`src/rtl/seq_chunk_comparator_if.sv`:
```
// Request/result bundle of the chunked sequential comparator: operands and mode
// in, start/busy/done handshake and the registered comparison flags out.
interface seq_chunk_comparator_if #(
  parameter int WIDTH = 24
);
  logic             start;
  logic [WIDTH-1:0] a;
  logic [WIDTH-1:0] b;
  logic [1:0]       mode;
  logic             busy;
  logic             done;
  logic             s;
  logic             eq;
  logic             lt;
  logic             gt;

  modport master (
    output start, a, b, mode,
    input  busy, done, s, eq, lt, gt
  );

  modport slave (
    input  start, a, b, mode,
    output busy, done, s, eq, lt, gt
  );
endinterface

```
`src/rtl/seq_chunk_comparator.sv`:
```
// Multi-mode comparator that walks two WIDTH-bit operands CHUNK bits per clock,
// most-significant chunk first, stopping at the first chunk that differs.
module seq_chunk_comparator #(
  parameter int WIDTH = 24,
  parameter int CHUNK = 6
) (
  input  logic                   clk,
  input  logic                   rst_n,
  seq_chunk_comparator_if.slave  bus
);

  localparam int NCHUNK = WIDTH / CHUNK;
  localparam int IDX_W  = (NCHUNK > 1) ? $clog2(NCHUNK) : 1;
  localparam logic [IDX_W-1:0] LAST_IDX = IDX_W'(NCHUNK - 1);
  localparam logic [CHUNK-1:0] MSB_MASK = CHUNK'(1) << (CHUNK - 1);

  typedef enum logic [1:0] {
    S_IDLE,
    S_RUN,
    S_DONE
  } state_t;

  typedef enum logic [1:0] {
    M_EQ  = 2'b00,
    M_NE  = 2'b01,
    M_LTU = 2'b10,
    M_LTS = 2'b11
  } mode_t;

  state_t           state_q, state_d;
  logic [WIDTH-1:0] a_q, a_d;
  logic [WIDTH-1:0] b_q, b_d;
  mode_t            mode_q, mode_d;
  logic [IDX_W-1:0] idx_q, idx_d;
  logic             eq_q, eq_d;
  logic             lt_q, lt_d;
  logic             gt_q, gt_d;
  logic             s_q, s_d;
  logic             busy_q, busy_d;
  logic             done_q, done_d;

  logic [CHUNK-1:0] ca, cb;
  logic             signed_top;

  // Flipping the sign bit of the top chunk maps two's-complement order onto unsigned order.
  assign signed_top = (mode_q == M_LTS) && (idx_q == LAST_IDX);
  assign ca = a_q[int'(idx_q)*CHUNK +: CHUNK] ^ (signed_top ? MSB_MASK : '0);
  assign cb = b_q[int'(idx_q)*CHUNK +: CHUNK] ^ (signed_top ? MSB_MASK : '0);

  always_comb begin
    // NOTE: every next-state value gets a default before the case so no path leaves it unassigned (no latches).
    state_d = state_q;
    a_d     = a_q;
    b_d     = b_q;
    mode_d  = mode_q;
    idx_d   = idx_q;
    eq_d    = eq_q;
    lt_d    = lt_q;
    gt_d    = gt_q;
    s_d     = s_q;
    busy_d  = busy_q;
    done_d  = 1'b0;

    unique case (state_q)
      S_IDLE: begin
        if (bus.start) begin
          a_d     = bus.a;
          b_d     = bus.b;
          mode_d  = mode_t'(bus.mode);
          idx_d   = LAST_IDX;
          busy_d  = 1'b1;
          state_d = S_RUN;
        end
      end

      S_RUN: begin
        if (ca != cb) begin
          eq_d    = 1'b0;
          lt_d    = (ca < cb);
          gt_d    = (ca > cb);
          done_d  = 1'b1;
          state_d = S_DONE;
        end else if (idx_q == '0) begin
          eq_d    = 1'b1;
          lt_d    = 1'b0;
          gt_d    = 1'b0;
          done_d  = 1'b1;
          state_d = S_DONE;
        end else begin
          idx_d = idx_q - 1'b1;
        end

        if (done_d) begin
          unique case (mode_q)
            M_EQ:    s_d = eq_d;
            M_NE:    s_d = !eq_d;
            default: s_d = lt_d;
          endcase
        end
      end

      S_DONE: begin
        busy_d  = 1'b0;
        state_d = S_IDLE;
      end

      default: state_d = S_IDLE;
    endcase
  end

  // NOTE: operand registers are ordinary flops, so they take the async clear along with the control state.
  always_ff @(posedge clk or negedge rst_n) begin
    if (!rst_n) begin
      state_q <= S_IDLE;
      a_q     <= '0;
      b_q     <= '0;
      mode_q  <= M_EQ;
      idx_q   <= '0;
      eq_q    <= 1'b0;
      lt_q    <= 1'b0;
      gt_q    <= 1'b0;
      s_q     <= 1'b0;
      busy_q  <= 1'b0;
      done_q  <= 1'b0;
    end else begin
      // NOTE: non-blocking updates so every flop samples the pre-edge values.
      state_q <= state_d;
      a_q     <= a_d;
      b_q     <= b_d;
      mode_q  <= mode_d;
      idx_q   <= idx_d;
      eq_q    <= eq_d;
      lt_q    <= lt_d;
      gt_q    <= gt_d;
      s_q     <= s_d;
      busy_q  <= busy_d;
      done_q  <= done_d;
    end
  end

  assign bus.busy = busy_q;
  assign bus.done = done_q;
  assign bus.s    = s_q;
  assign bus.eq   = eq_q;
  assign bus.lt   = lt_q;
  assign bus.gt   = gt_q;

endmodule
```
`src/flat_wrapper.sv`:
```
// flat-port wrapper written by rule: the top's interface ports become plain ports
module seq_chunk_comparator_flat 
#(
  parameter int WIDTH = 24,
  parameter int CHUNK = 6
)
  (clk, rst_n, bus_start, bus_a, bus_b, bus_mode, bus_busy, bus_done, bus_s, bus_eq, bus_lt, bus_gt);
  seq_chunk_comparator_if #(.WIDTH(WIDTH)) bus_i ();
  input  logic clk;
  input  logic rst_n;
  input wire logic [$bits(bus_i.start)-1:0] bus_start;
  input wire logic [$bits(bus_i.a)-1:0] bus_a;
  input wire logic [$bits(bus_i.b)-1:0] bus_b;
  input wire logic [$bits(bus_i.mode)-1:0] bus_mode;
  output wire logic [$bits(bus_i.busy)-1:0] bus_busy;
  output wire logic [$bits(bus_i.done)-1:0] bus_done;
  output wire logic [$bits(bus_i.s)-1:0] bus_s;
  output wire logic [$bits(bus_i.eq)-1:0] bus_eq;
  output wire logic [$bits(bus_i.lt)-1:0] bus_lt;
  output wire logic [$bits(bus_i.gt)-1:0] bus_gt;
  assign bus_i.start = bus_start;
  assign bus_i.a = bus_a;
  assign bus_i.b = bus_b;
  assign bus_i.mode = bus_mode;
  assign bus_busy = bus_i.busy;
  assign bus_done = bus_i.done;
  assign bus_s = bus_i.s;
  assign bus_eq = bus_i.eq;
  assign bus_lt = bus_i.lt;
  assign bus_gt = bus_i.gt;
  seq_chunk_comparator #(.WIDTH(WIDTH), .CHUNK(CHUNK)) u_core (.clk(clk), .rst_n(rst_n), .bus(bus_i));
endmodule
```
`config.mk`:
```
export PLATFORM = sky130hd
export DESIGN_NAME = seq_chunk_comparator_flat
export DESIGN_NICKNAME = d
export VERILOG_FILES = /design/src/rtl/seq_chunk_comparator_if.sv /design/src/rtl/seq_chunk_comparator.sv /design/src/flat_wrapper.sv
export SDC_FILE = /design/constraint.sdc
export NUM_CORES = 1
export LEC_CHECK = 0
export BUFFER_PORTS_ARGS = -buffer_cell sky130_fd_sc_hd__buf_2
export CORE_MARGIN = 3
export CORE_UTILIZATION = 50
export DETAILED_ROUTE_END_ITERATION = 8
export PLACE_DENSITY_LB_ADDON = 0.3
export SYNTH_ARGS = -nofsm -noshare
export SYNTH_HDL_FRONTEND = slang
export SYNTH_SLANG_ARGS = --single-unit
```
`constraint.sdc`:
```
create_clock -name clk -period 5.29 [get_ports clk]
set_clock_uncertainty 0.15 [all_clocks]
set_input_delay 0.7935 -clock clk [delete_from_list [all_inputs] [get_ports clk]]
set_output_delay 0.7935 -clock clk [all_outputs]
set_load 0.1 [all_outputs]
```
==> metrics.txt <==
status=finished clean; GRT Overall Usage=0.178; initial antenna violation count=0; PostCTS Resize Cnt=0; Internal Power=1370 uW; Die Y=~80 um; drt total wl=between 4000 and 5000 um; IO Pins=a little under 60; clock slew at reported path FFs=approximately 60 ps; clock root buffer=clkbuf_8; Comb power frac=0.421; first-pass GRT wire length=about 8500 um; most common flop cell mapped by yosys=dfrtp_1; setup TNS=0 ps; initial drt markers=74; startpoint type of the worst setup path=flop; fin util=0.634; PD cells=~640 nW/um2; Max Slew Vio Count=0; total congestion overflow=0; Final ANT Viol Nets=0; H-tree depth=3; Initial Utilization=0.528; slowest CP cell=dfrtp_1; Clock Sinks=60; CP required=5410 ps; post-DR wirelength/cell=15.3 um; RSZ-0062 raised after global routing=no; final worst-path cycle share=0.619; CP endpoint kind=flop; Psw=737 uW; Die Area=~6400 um2; min Tclk post-route=between 3000 and 4000 ps; Vias=1684; worst path bufs/invs=0; netlist area before placement=2750 um2; TritonCTS Buffers=9; Mapped Nets=between 200 and 250; HP Class=flop to flop; vias in the first global route=about 1800; synthesis-to-finish area growth=20.1%; cells after synthesis=around 190; most frequent cells after synthesis=60 x dfrtp_1, 50 x mux2_2, 12 x mux4_2; Hold Vio Cnt, Final=0; Post-synth ARST share=1.00; Routability Congestion=0.762; Initial DRT Pass Iterations=4; Max-Cap Viols=0; CP delay by family, top=flip-flops; largest net degree at the start of global routing=just over 60; worst skew pair latency=330 ps; Synth warnings=0; DR DRC count=0; number of buffers added for setup after CTS=0; CTS max path bufs=2; Worst Path Max Fanout=16; sequential-to-total area share from yosys stat=0.546; # fillers=approximately 430; relative slew slack=0.416; chip width=roughly 80 um; switch share=0.350; hpwl dp=3540 um; Finish-stage setup viols=0; Port Buffers=58; Synth Area per Inst=between 10 and 15 um2; Synth cell types=29; top post-synthesis cells by area=dfrtp_1 55%, mux2_2 20%, mux4_2 9.8%, ha_1 3.6%, inv_1 1.5%; Nets=between 300 and 400; share of post-route cells with drive strength above 1=0.566; Clk pwr share=0.191; Synth top area share=0.546; EDFF count, synth=0; dominant cell by count in the synthesized netlist=dfrtp_1; Pleak=between 0.0015 and 0.002 uW; slowest stage delay, CP=920 ps; Max VDD drop=~0.37 mV; num rows=26; Worst Tran Pin Value=approximately 880 ps; critical path cell sequence=mux4_2 > xor2_1 > ha_1 > nand4_2 > or4b_4 > a211oi_2 > a221o_1; # diodes=0; power share of the sequential group=0.388; routed vias/inst=5.25; largest area contributor in the netlist=dfrtp_1; Core Area=approximately 5200 um2; CTS tree=yes; flops & latches, synth=60; Worst Setup Path Type=flop to flop; Fmax achieved=305 MHz; Critical Path AT=about 3400 ps; Post-CTS Hold Buffers=0
## worst reg2reg max path, stage by stage, from the launching register on
cell and delay (ps):
dfrtp_1 920, mux4_2 630, xor2_1 170, ha_1 330
nand4_2 160, or4b_4 540, a211oi_2 190, a221o_1 130
## sequential cells by signal, indices dropped and copies added, names as in the netlist
signal,cells
u_core.bus.done,1
u_core.bus.s,1
u_core.bus.eq,1
u_core.bus.lt,1
u_core.bus.busy,1
u_core.idx_q,2
u_core.a_q,24
u_core.b_q,24
u_core.mode_q,2
u_core.bus.gt,1
u_core.state_q,2
## cell families after synthesis
family                     share of synthesized area
muxes                                          0.303
DFF                                            0.546
buffers and inverters                         0.0310
and+or+nand+nor                               0.0396
AOI/OAI and AO/OA                             0.0373
adders and majority gates                     0.0364
xor gates and xnor gates                     0.00637
## metrics by stage
stage                     cell area (um2)  instances  hold slack [ps]  power [uW]  setup WS [ps]
after floorplan                      2750        185              308        1530           2490
after global placement               3110        307              319        1690           2080
after detailed placement             3110        307              320        1720           1970
after CTS                            3300        321              338        2130           1950
after global routing                 3300        321              358        2260           1650
final                                3300        321              333        2110           2010
## cell usage in the layout (no fill, tap or decap), types with 3 or more instances in the layout
cell      synthesis  final
dfrtp_1          60     60
buf_2             8     58
mux2_2           50     50
mux4_2           12     12
inv_1            11     11
clkbuf_8          0     11
a21oi_1           8      8
ha_1              8      8
nor3_1            3      3
buf_4             0      3
## cell type report
class / instances / area, um2 / share of cell area
Sequential cell: 60 / 1500 / 0.455
Clock inverter: 2 / 35.0 / 0.0106
Tap cell: 70 / 87.6 / 0.0265
Timing Repair Buffer: 61 / 313 / 0.0948
Clock buffer: 12 / 155 / 0.0470
Inverter: 11 / 41.3 / 0.0125
Multi-Input combinational cell: 105 / 1170 / 0.354
## routing by layer
| layer | GRT usage | routed length, um | share of wire | vias to the layer above |
|---|---|---|---|---|
| met5 | 0 | 0 | 0 | - |
| met4 | 0.101 | 124 | 0.025 | 0 |
| met3 | 0.0381 | 204 | 0.042 | 14 |
| met2 | 0.270 | 2390 | 0.49 | 38 |
| met1 | 0.237 | 2190 | 0.45 | 833 |
| li1 | - | - | - | 799 |
## power groups by stage
stage	registers [uW]	clock network (uW)	logic (uW)
global route	848	435	975
detailed placement	828	0	892
CTS	821	412	900
finish	817	402	887
floorplan	901	0	628
global placement	821	0	871
## final timing paths
| path | startpoint | endpoint | slack, ps | cells past startpoint |
|---|---|---|---|---|
| setup reg to reg | u_core.idx_q[0]$_DFFE_PN0P_ | u_core.bus.s$_DFFE_PN0P_ | 2010 | 7 |
| setup / recovery | u_core.idx_q[0]$_DFFE_PN0P_ | u_core.bus.s$_DFFE_PN0P_ | 2010 | 7 |
| max in group asynchronous | rst_n | u_core.a_q[0]$_DFFE_PN0P_ | 4050 | 2 |
| hold / removal | u_core.bus.lt$_DFFE_PN0P_ | u_core.bus.lt$_DFFE_PN0P_ | 330 | 1 |
| hold reg to reg | u_core.bus.lt$_DFFE_PN0P_ | u_core.bus.lt$_DFFE_PN0P_ | 330 | 1 |
| min in group asynchronous | rst_n | u_core.a_q[2]$_DFFE_PN0P_ | 450 | 2 |
(Power assumes the default switching activity.)
